<file path="src/rtl/noc_ni_tx.sv">
// noc_ni_tx: network-interface transmitter.
// Core requests are queued in a small FIFO, packed into 20-bit flits
// {dst_cluster, dst_local, payload} and sent to one router input port under
// credit-based flow control. There is one credit per router input-buffer slot,
// and one credit comes back per ci pulse.
// Optional build macro: NI_TX_STATS_EN enables the stat_flits / stat_stall
// counters. When the macro is undefined, both outputs are tied to zero.
`timescale 1ns/1ps

module noc_ni_tx #(
    parameter int FIFO_DEPTH = 4,
    parameter int CREDITS    = 4,
    parameter int CW         = 4
) (
    input  logic          clk,
    input  logic          rst,
    input  logic [15:0]   core_data,
    input  logic [3:0]    core_dst,
    input  logic          core_valid,
    output logic          core_ready,
    input  logic          tx_en,
    output logic [19:0]   o,
    output logic          vo,
    input  logic          ci,
    output logic [CW-1:0] cred_cnt,
    output logic          err_credit,
    output logic [15:0]   stat_flits,
    output logic [15:0]   stat_stall
);

    localparam int AW = $clog2(FIFO_DEPTH);
    localparam logic [AW:0]   FULL_CNT = (AW+1)'(FIFO_DEPTH);
    localparam logic [CW-1:0] CRED_MAX = CW'(CREDITS);

    logic [19:0]   mem_r [FIFO_DEPTH];
    logic [AW-1:0] wr_ptr_r;
    logic [AW-1:0] rd_ptr_r;
    logic [AW:0]   count_r;
    logic [AW:0]   count_next_s;
    logic          wr_s;
    logic          launch_s;
    logic [CW-1:0] cred_next_s;
    logic          err_set_s;

    // A write is accepted against the registered ready, so a full FIFO never
    // writes through, even when a launch frees a slot on the same edge.
    assign wr_s     = core_valid & core_ready;
    assign launch_s = (count_r != '0) & (cred_cnt != '0) & tx_en;

    // Next FIFO occupancy from the write/launch pair.
    always_comb begin
        count_next_s = count_r;
        case ({wr_s, launch_s})
            2'b10:   count_next_s = count_r + (AW+1)'(1);
            2'b01:   count_next_s = count_r - (AW+1)'(1);
            default: count_next_s = count_r;
        endcase
    end

    // Next credit count. A returned credit with no launch while already at
    // CREDITS is a protocol error: saturate and flag it.
    always_comb begin
        cred_next_s = cred_cnt;
        err_set_s   = 1'b0;
        case ({launch_s, ci})
            2'b10:   cred_next_s = cred_cnt - CW'(1);
            2'b01: begin
                if (cred_cnt == CRED_MAX) begin
                    err_set_s = 1'b1;
                end else begin
                    cred_next_s = cred_cnt + CW'(1);
                end
            end
            default: cred_next_s = cred_cnt;
        endcase
    end

    // FIFO storage. Content is cleared on reset so that no stale data survives.
    always_ff @(posedge clk or negedge rst) begin
        if (!rst) begin
            for (int i = 0; i < FIFO_DEPTH; i++) begin
                mem_r[i] <= 20'h0_0000;
            end
        end else if (wr_s) begin
            mem_r[wr_ptr_r] <= {core_dst, core_data};
        end
    end

    // FIFO pointers, which wrap naturally at the power-of-two depth, plus the
    // occupancy count and registered ready.
    always_ff @(posedge clk or negedge rst) begin
        if (!rst) begin
            wr_ptr_r   <= '0;
            rd_ptr_r   <= '0;
            count_r    <= '0;
            core_ready <= 1'b1;
        end else begin
            if (wr_s) begin
                wr_ptr_r <= wr_ptr_r + AW'(1);
            end
            if (launch_s) begin
                rd_ptr_r <= rd_ptr_r + AW'(1);
            end
            count_r    <= count_next_s;
            core_ready <= (count_next_s != FULL_CNT);
        end
    end

    // Flit output: vo pulses for one cycle per launch, and o holds between flits.
    always_ff @(posedge clk or negedge rst) begin
        if (!rst) begin
            o  <= 20'h0_0000;
            vo <= 1'b0;
        end else if (launch_s) begin
            o  <= mem_r[rd_ptr_r];
            vo <= 1'b1;
        end else begin
            vo <= 1'b0;
        end
    end

    // Credit counter and the sticky credit-overflow flag.
    always_ff @(posedge clk or negedge rst) begin
        if (!rst) begin
            cred_cnt   <= CRED_MAX;
            err_credit <= 1'b0;
        end else begin
            cred_cnt   <= cred_next_s;
            err_credit <= err_credit | err_set_s;
        end
    end

`ifdef NI_TX_STATS_EN
    // Statistics: launched flits, and cycles blocked only by a lack of credit.
    always_ff @(posedge clk or negedge rst) begin
        if (!rst) begin
            stat_flits <= 16'h0000;
            stat_stall <= 16'h0000;
        end else begin
            if (launch_s) begin
                stat_flits <= stat_flits + 16'd1;
            end
            if ((count_r != '0) && tx_en && (cred_cnt == '0)) begin
                stat_stall <= stat_stall + 16'd1;
            end
        end
    end
`else
    assign stat_flits = 16'h0000;
    assign stat_stall = 16'h0000;
`endif

endmodule
</file>
<file path="config.mk">
export PLATFORM = sky130hd
export DESIGN_NAME = noc_ni_tx
export DESIGN_NICKNAME = d
export VERILOG_FILES = /design/src/rtl/noc_ni_tx.sv
export SDC_FILE = /design/constraint.sdc
export NUM_CORES = 1
export LEC_CHECK = 0
export CORE_MARGIN = 4
export CORE_UTILIZATION = 55
export DETAILED_ROUTE_END_ITERATION = 8
export DONT_BUFFER_PORTS = 1
export PLACE_DENSITY = 0.73
export SYNTH_ARGS = -nofsm -noshare
export SYNTH_HDL_FRONTEND = slang
export SYNTH_SLANG_ARGS = --single-unit
</file>
<file path="constraint.sdc">
create_clock -name clk -period 3 [get_ports clk]
set_input_delay 0.9 -clock clk [delete_from_list [all_inputs] [get_ports clk]]
set_output_delay 0.9 -clock clk [all_outputs]
set_load 0.03 [all_outputs]
</file>
==> flow_metrics.py, run 1 <==
metrics = {
    "status": {
        "status": "completed",
    },
    "worst_setup_path": {
        "cp.required_ns": 3.37,
        "cp-start-kind": "flop",
        "ff2ff_path_depth": 7,
        "path_cells": "o31ai_2, o21ai_0, ha_1, a21o_1, a21oi_1, mux2i_1, xnor2_1",
        "path_buf_inv": 0,
        "cp.depth": 7,
        "worstPathMaxFanout": 11,
        "critPathKind": "flop to flop",
        "endpoint_kind": "flop",
        "worst_ep_arrival_time_ns": 2.95,
        "cpMaxStageDelayCell": "o31ai_2",
        "cp_top_family": "compound AO/OA/AOI/OAI gates",
        "crit_path_max_incr_delay_ns": 0.68,
    },
    "synth": {
        "ys_warn_count": 0,
        "ys_types": 32,
        "synthMuxAreaShare_pct": 31.7,
        "synth_compound_area_share_pct": 1.79,
        "netlist_area_um2": 5300,
        "synthAdderAreaFrac_pct": 2.41,
        "synthCells": 344,
        "synth_top_family_by_area": "multiplexers",
        "ys_ff_latch": 114,
        "synth_xor_area_share_pct": 1.65,
        "synthSimpleGateAreaFrac_pct": 1.91,
        "syn_avg_cell_area_um2": 15.4,
        "ys_seq_area_share_pct": 53.8,
    },
    "final_layout": {
        "drive_gt1_share_pct": 45.4,
        "areaGrowthSynthToFinish_pct": 11.6,
        "final_util_pct": 63.4,
        "final_cells": 497,
        "final_common_cell": "dfrtp_1",
        "finalInstanceArea_um2": 5920,
        "diodes": 0,
        "nets": 390,
        "layout_common_cells": "dfrtp_1 (111), mux2_2 (85), conb_1 (32)",
    },
    "place": {
        "place.gp.congestion": 0.692,
        "port_buffers": 0,
        "hpwl_um": 5750,
        "dp_cells": 466,
        "dp_slack_ns": 0.378,
        "placed_cell_area_um2": 5350,
    },
    "drt": {
        "vias": 2705,
        "drc": 0,
        "viasPerCell": 5.44,
        "first_pass_iters": 4,
        "wl_per_cell_um": 18.2,
        "dr.first_iter.drc_count": 82,
        "wl_um": 9060,
        "antenna_left": 0,
    },
    "hold_path": {
        "hold_path.class": "input port to asynchronous set/reset pin",
    },
    "clocking": {
        "cts_sinks": 114,
        "cts-root-buf": "clkbuf_8",
        "clockBufferDepth": 2,
        "numCtsBuffers": 17,
        "clk_pin_slew_ns": 0.06,
        "tritoncts": "done",
        "cts_resized": 0,
        "clk_latency_ns": 0.50,
        "cts_hold_buf": 0,
        "cts_htree_levels": 4,
        "cts_setup_buffers": 0,
    },
    "pwr": {
        "p_leak_nw": 2.62,
        "powerDensity_nw_per_um2": 1280,
        "vdd_ir_drop_max_mv": 0.609,
        "total_power_mw": 7.58,
    },
    "die": {
        "dieArea_um2": 11300,
        "fp.dieW_um": 106,
        "initial_core_util_pct": 56.8,
        "core_area_um2": 9330,
        "ios": 84,
        "row_count": 35,
        "die_y_um": 106,
    },
    "sta": {
        "fin_crit_sh_pct": 86.0,
        "maxSlewHeadroom_pct": 47.2,
        "fin_worst_skew_ns": 0.00736,
        "min_period_ns": 2.58,
        "final-setup-viol-count": 0,
        "clock.fmax_mhz": 388,
        "setup_ws_ns": 0.421,
        "max_slew.worst_pin.slew_ns": 0.792,
        "tns_ns": 0,
        "grt_setup_unrepaired": "false",
        "hold_violations": 0,
        "holdWs_ns": 0.0921,
        "slew_violations": 0,
    },
    "global_routing": {
        "antenna_found_initial": 0,
        "grt-ovfl-total": 0,
        "grt_usage_pct": 17.7,
        "grt_max_degree": 115,
        "grt_pass1_vias": 2950,
        "grt_pass1_wl_um": 15300,
    },
    "job": {
        "drv_cap": 0,
    },
}
## metal layers
layer  track usage, %  up-vias  part of all wire, %
met5                0        -                    0
met4             7.03        0                  1.4
met3             6.25       12                  7.3
met2             28.6       79                   48
met1             21.8     1409                   43
li1                 -     1205                    -
## registers in the layout (all words and copies together), names as in the netlist
signal,flops
rd_ptr_r,2
cred_cnt,4
core_ready,1
mem_r,80
wr_ptr_r,2
err_credit,1
o,20
vo,1
count_r,3
## final timing paths
check / start / end / slack (ns)
worst max-delay path: count_r[0] / cred_cnt[3] / 0.42
worst min-delay path: rst / cred_cnt[1] / 0.09
worst max register to register: count_r[0] / cred_cnt[3] / 0.42
worst min register to register: mem_r[37] / mem_r[37] / 0.50
max in group asynchronous: rst / core_ready / 2.68
min in group clk: mem_r[37] / mem_r[37] / 0.50
## report_power, final
part           total, mW  switching [mW]  leakage, nW  internal (mW)
Sequential          3.25           0.905         1.35           2.35
Clock               1.90           0.662        0.273           1.24
Combinational       2.42           0.863        0.997           1.56
## Yosys cell counts
cell type	number	area (µm²)
dfrtp_1	112	2800
mux2_2	85	957
buf_4	33	248
mux4_2	20	450
mux2_4	17	255
clkbuf_1	7	26.3
ha_1	7	87.6
xnor2_1	7	61.3
buf_2	6	30.0
inv_1	6	22.5
nand2_1	5	18.8
nor2_1	5	18.8
nand3_1	4	20.0
o21ai_0	4	20.0
xor2_1	3	26.3
a21oi_1	2	10.0
buf_6	2	22.5
dfstp_2	2	52.6
fa_1	2	40.0
mux2i_1	2	20.0
nor3_1	2	10.0
a21o_1	1	7.51
a22o_1	1	8.76
a22oi_1	1	7.51
a41o_1	1	10.0
and2_1	1	6.26
conb_1	1	3.75
nor2_2	1	6.26
nor4_4	1	21.3
o311a_1	1	10.0
o31a_1	1	8.76
o31ai_2	1	12.5
## kinds of logic after synthesis
family / after synthesis
XOR/XNOR: 10
AO/OA/AOI/OAI: 13
buffers and inverters: 54
other: 1
AND/OR/NAND/NOR: 19
adder cells (fa/ha/maj): 9
multiplexers: 124
flip-flops: 114
## cell type report
type | instances | area (µm²)
inverter | 6 | 22.5
clock buffer | 22 | 463
clock inverter | 9 | 106
tap | 129 | 161
multi-input combinational | 207 | 2220
timing repair buffer | 10 | 87.6
fill | 680 | 3410
sequential | 114 | 2860
(Power assumes the default switching activity.)
==> run 2: changes to the inputs <==
- CELL_PAD_IN_SITES_DETAIL_PLACEMENT: default -> 2
- CELL_PAD_IN_SITES_GLOBAL_PLACEMENT: default -> 2
- CORE_UTILIZATION: 55 -> 45
- PLACE_DENSITY: 0.73 -> 0.82
==> run 2 against run 1 <==
  * First-iteration DRC count is 15% higher
  * Via count is 1.8% higher
  * Hold slack improved by 0.091 ns
  * Final area grew 0.76%
  * Clock-buffer cell count decreased by 1
  * Clock skew rose by 0.0011 ns
  * Register-to-register slack worse by 0.23 ns
  * Combinational power grew 5%
  * Sequential share of layout area shrank 0.36 points
  * Highest routed layer unchanged
  * Final cell count up 2.4%
  * Routed wire length grew 29%
==> flow_metrics.py, run 2 (synthesized netlist as in run 1, its figures left out) <==
metrics = {
    "die": {
        "fp.dieW_um": 117,
        "dieArea_um2": 13600,
        "core_area_um2": 11500,
        "row_count": 39,
        "ios": 84,
        "die_y_um": 117,
        "initial_core_util_pct": 46.2,
    },
    "sta": {
        "setup_ws_ns": 0.188,
        "clock.fmax_mhz": 356,
        "max_slew.worst_pin.slew_ns": 0.955,
        "min_period_ns": 2.81,
        "fin_crit_sh_pct": 93.7,
        "maxSlewHeadroom_pct": 35.9,
        "grt_setup_unrepaired": "false",
        "slew_violations": 0,
        "fin_worst_skew_ns": 0.00846,
        "holdWs_ns": 0.184,
        "final-setup-viol-count": 0,
        "tns_ns": 0,
        "hold_violations": 0,
    },
    "drt": {
        "antenna_left": 0,
        "wl_um": 11700,
        "viasPerCell": 5.41,
        "drc": 0,
        "first_pass_iters": 2,
        "wl_per_cell_um": 22.9,
        "dr.first_iter.drc_count": 94,
        "vias": 2754,
    },
    "global_routing": {
        "grt_max_degree": 115,
        "grt-ovfl-total": 0,
        "grt_pass1_wl_um": 18900,
        "met1_usage_pct": 22.4,
        "grtUsageMet3_pct": 5.44,
        "antenna_found_initial": 0,
        "grt_usage_pct": 19.1,
        "grt_pass1_vias": 3248,
        "use_met2_pct": 33.4,
        "busiest_layer": "met2",
    },
    "worst_setup_path": {
        "path_buf_inv": 0,
        "worst_ep_arrival_time_ns": 3.14,
        "critPathKind": "flop to flop",
        "rrSetupSlack_ns": 0.19,
        "cpMaxStageDelayCell": "o31ai_2",
        "ff2ff_path_depth": 7,
        "cp.required_ns": 3.32,
        "cp-start-kind": "flop",
        "crit_path_max_incr_delay_ns": 0.81,
        "worstPathMaxFanout": 11,
        "rr_endpoint": "cred_cnt[3]",
        "cp_top_family": "compound AO/OA/AOI/OAI gates",
        "endpoint_kind": "flop",
        "path_cells": "o31ai_2, o21ai_0, ha_1, a21o_1, a21oi_1, mux2i_1, xnor2_1",
        "r2r-start": "count_r[0]",
    },
    "pwr": {
        "switching_share_pct": 33.0,
        "total_power_mw": 7.90,
        "comb_power_share_pct": 32.2,
        "powerDensity_nw_per_um2": 1320,
        "p_seq_share_pct": 41.8,
        "vdd_ir_drop_max_mv": 0.685,
        "p_leak_nw": 2.64,
        "switchingPower_mw": 2.61,
        "pwr-share-clk_pct": 26.0,
        "internal-power_mw": 5.29,
    },
    "hold_path": {
        "hold_path.class": "input port to asynchronous set/reset pin",
    },
    "status": {
        "status": "completed",
    },
    "place": {
        "place.gp.congestion": 0.746,
        "placed_cell_area_um2": 5350,
        "dp_slack_ns": 0.290,
        "dp_cells": 478,
        "hpwl_um": 6800,
        "port_buffers": 0,
    },
    "final_layout": {
        "top_register": "mem_r",
        "final_cells": 509,
        "nets": 388,
        "final_common_cell": "dfrtp_1",
        "drive_gt1_share_pct": 45.6,
        "multi_input_area_um2": 2220,
        "diodes": 0,
        "layout_common_cells": "dfrtp_1 (111), mux2_2 (85), conb_1 (32)",
        "fill_cells": 1032,
        "top_regs": "mem_r x80, o x20, cred_cnt x4",
        "areaGrowthSynthToFinish_pct": 12.4,
        "ff_latch_area_um2": 2860,
        "final_util_pct": 52.0,
        "largest_reg_flops": 80,
        "finalInstanceArea_um2": 5960,
    },
    "clocking": {
        "clk_latency_ns": 0.41,
        "cts_setup_buffers": 0,
        "cts_sinks": 114,
        "numCtsBuffers": 17,
        "cts_htree_levels": 4,
        "clk_pin_slew_ns": 0.05,
        "cts_resized": 0,
        "cts-root-buf": "clkbuf_16",
        "tritoncts": "done",
        "cts_hold_buf": 0,
        "clockBufferDepth": 2,
    },
    "job": {
        "drv_cap": 0,
    },
}
-- run 2: cell types whose count changed in the layout (fill, tap and decap cells not counted), sizes merged --
cell,before,now
clkinvlp,3,1
bufinv,2,3
buf,10,8
clkbuf,22,21
clkinv,4,6
-- run 2: layer usage --
metal	up-vias	wire length, µm
met5	-	0
met4	0	174
met3	16	524
met2	58	6400
met1	1489	4580
li1	1191	-
-- run 2: worst max-delay path by stage --
| stage | startpoint | endpoint | slack (ns) | cells past startpoint |
|---|---|---|---|---|
| after CTS | count_r[0] | cred_cnt[3] | 0.24 | 7 |
| final | count_r[0] | cred_cnt[3] | 0.19 | 7 |
| after floorplan | tx_en | cred_cnt[1] | 0.49 | 7 |
| after global routing | count_r[0] | cred_cnt[3] | 0.07 | 7 |
| after global placement | tx_en | cred_cnt[1] | 0.48 | 6 |
| after detailed placement | count_r[0] | cred_cnt[3] | 0.29 | 7 |
-- run 2: cell type report --
type	count	share of cell area [%]
multi-input combinational	207	37.2
timing repair buffer	8	1.22
clock buffer	21	8.06
clock inverter	10	2.20
inverter	6	0.378
sequential	114	47.9
tap	143	3.00
-- run 2: power groups by stage --
| stage | sequential (mW) | clock [mW] | combinational (mW) |
|---|---|---|---|
| floorplan | 3.07 | 0 | 2.18 |
| finish | 3.30 | 2.05 | 2.54 |
| CTS | 3.33 | 2.11 | 2.59 |
| global placement | 3.23 | 0 | 2.39 |
| global route | 3.43 | 2.20 | 2.76 |
| detailed placement | 3.31 | 0 | 2.52 |
-- run 2: worst register-to-register path, stage by stage, from the launching register on --
cell,delay (ns)
dfrtp_1,0.41
o31ai_2,0.81
o21ai_0,0.37
ha_1,0.38
a21o_1,0.17
a21oi_1,0.16
mux2i_1,0.26
xnor2_1,0.16
==> run 3: changes to the inputs <==
- SKIP_CTS_REPAIR_TIMING: default -> 1
==> results of run 3 <==
Same layout as run 2: the final DEF is identical, and so are final timing and power.
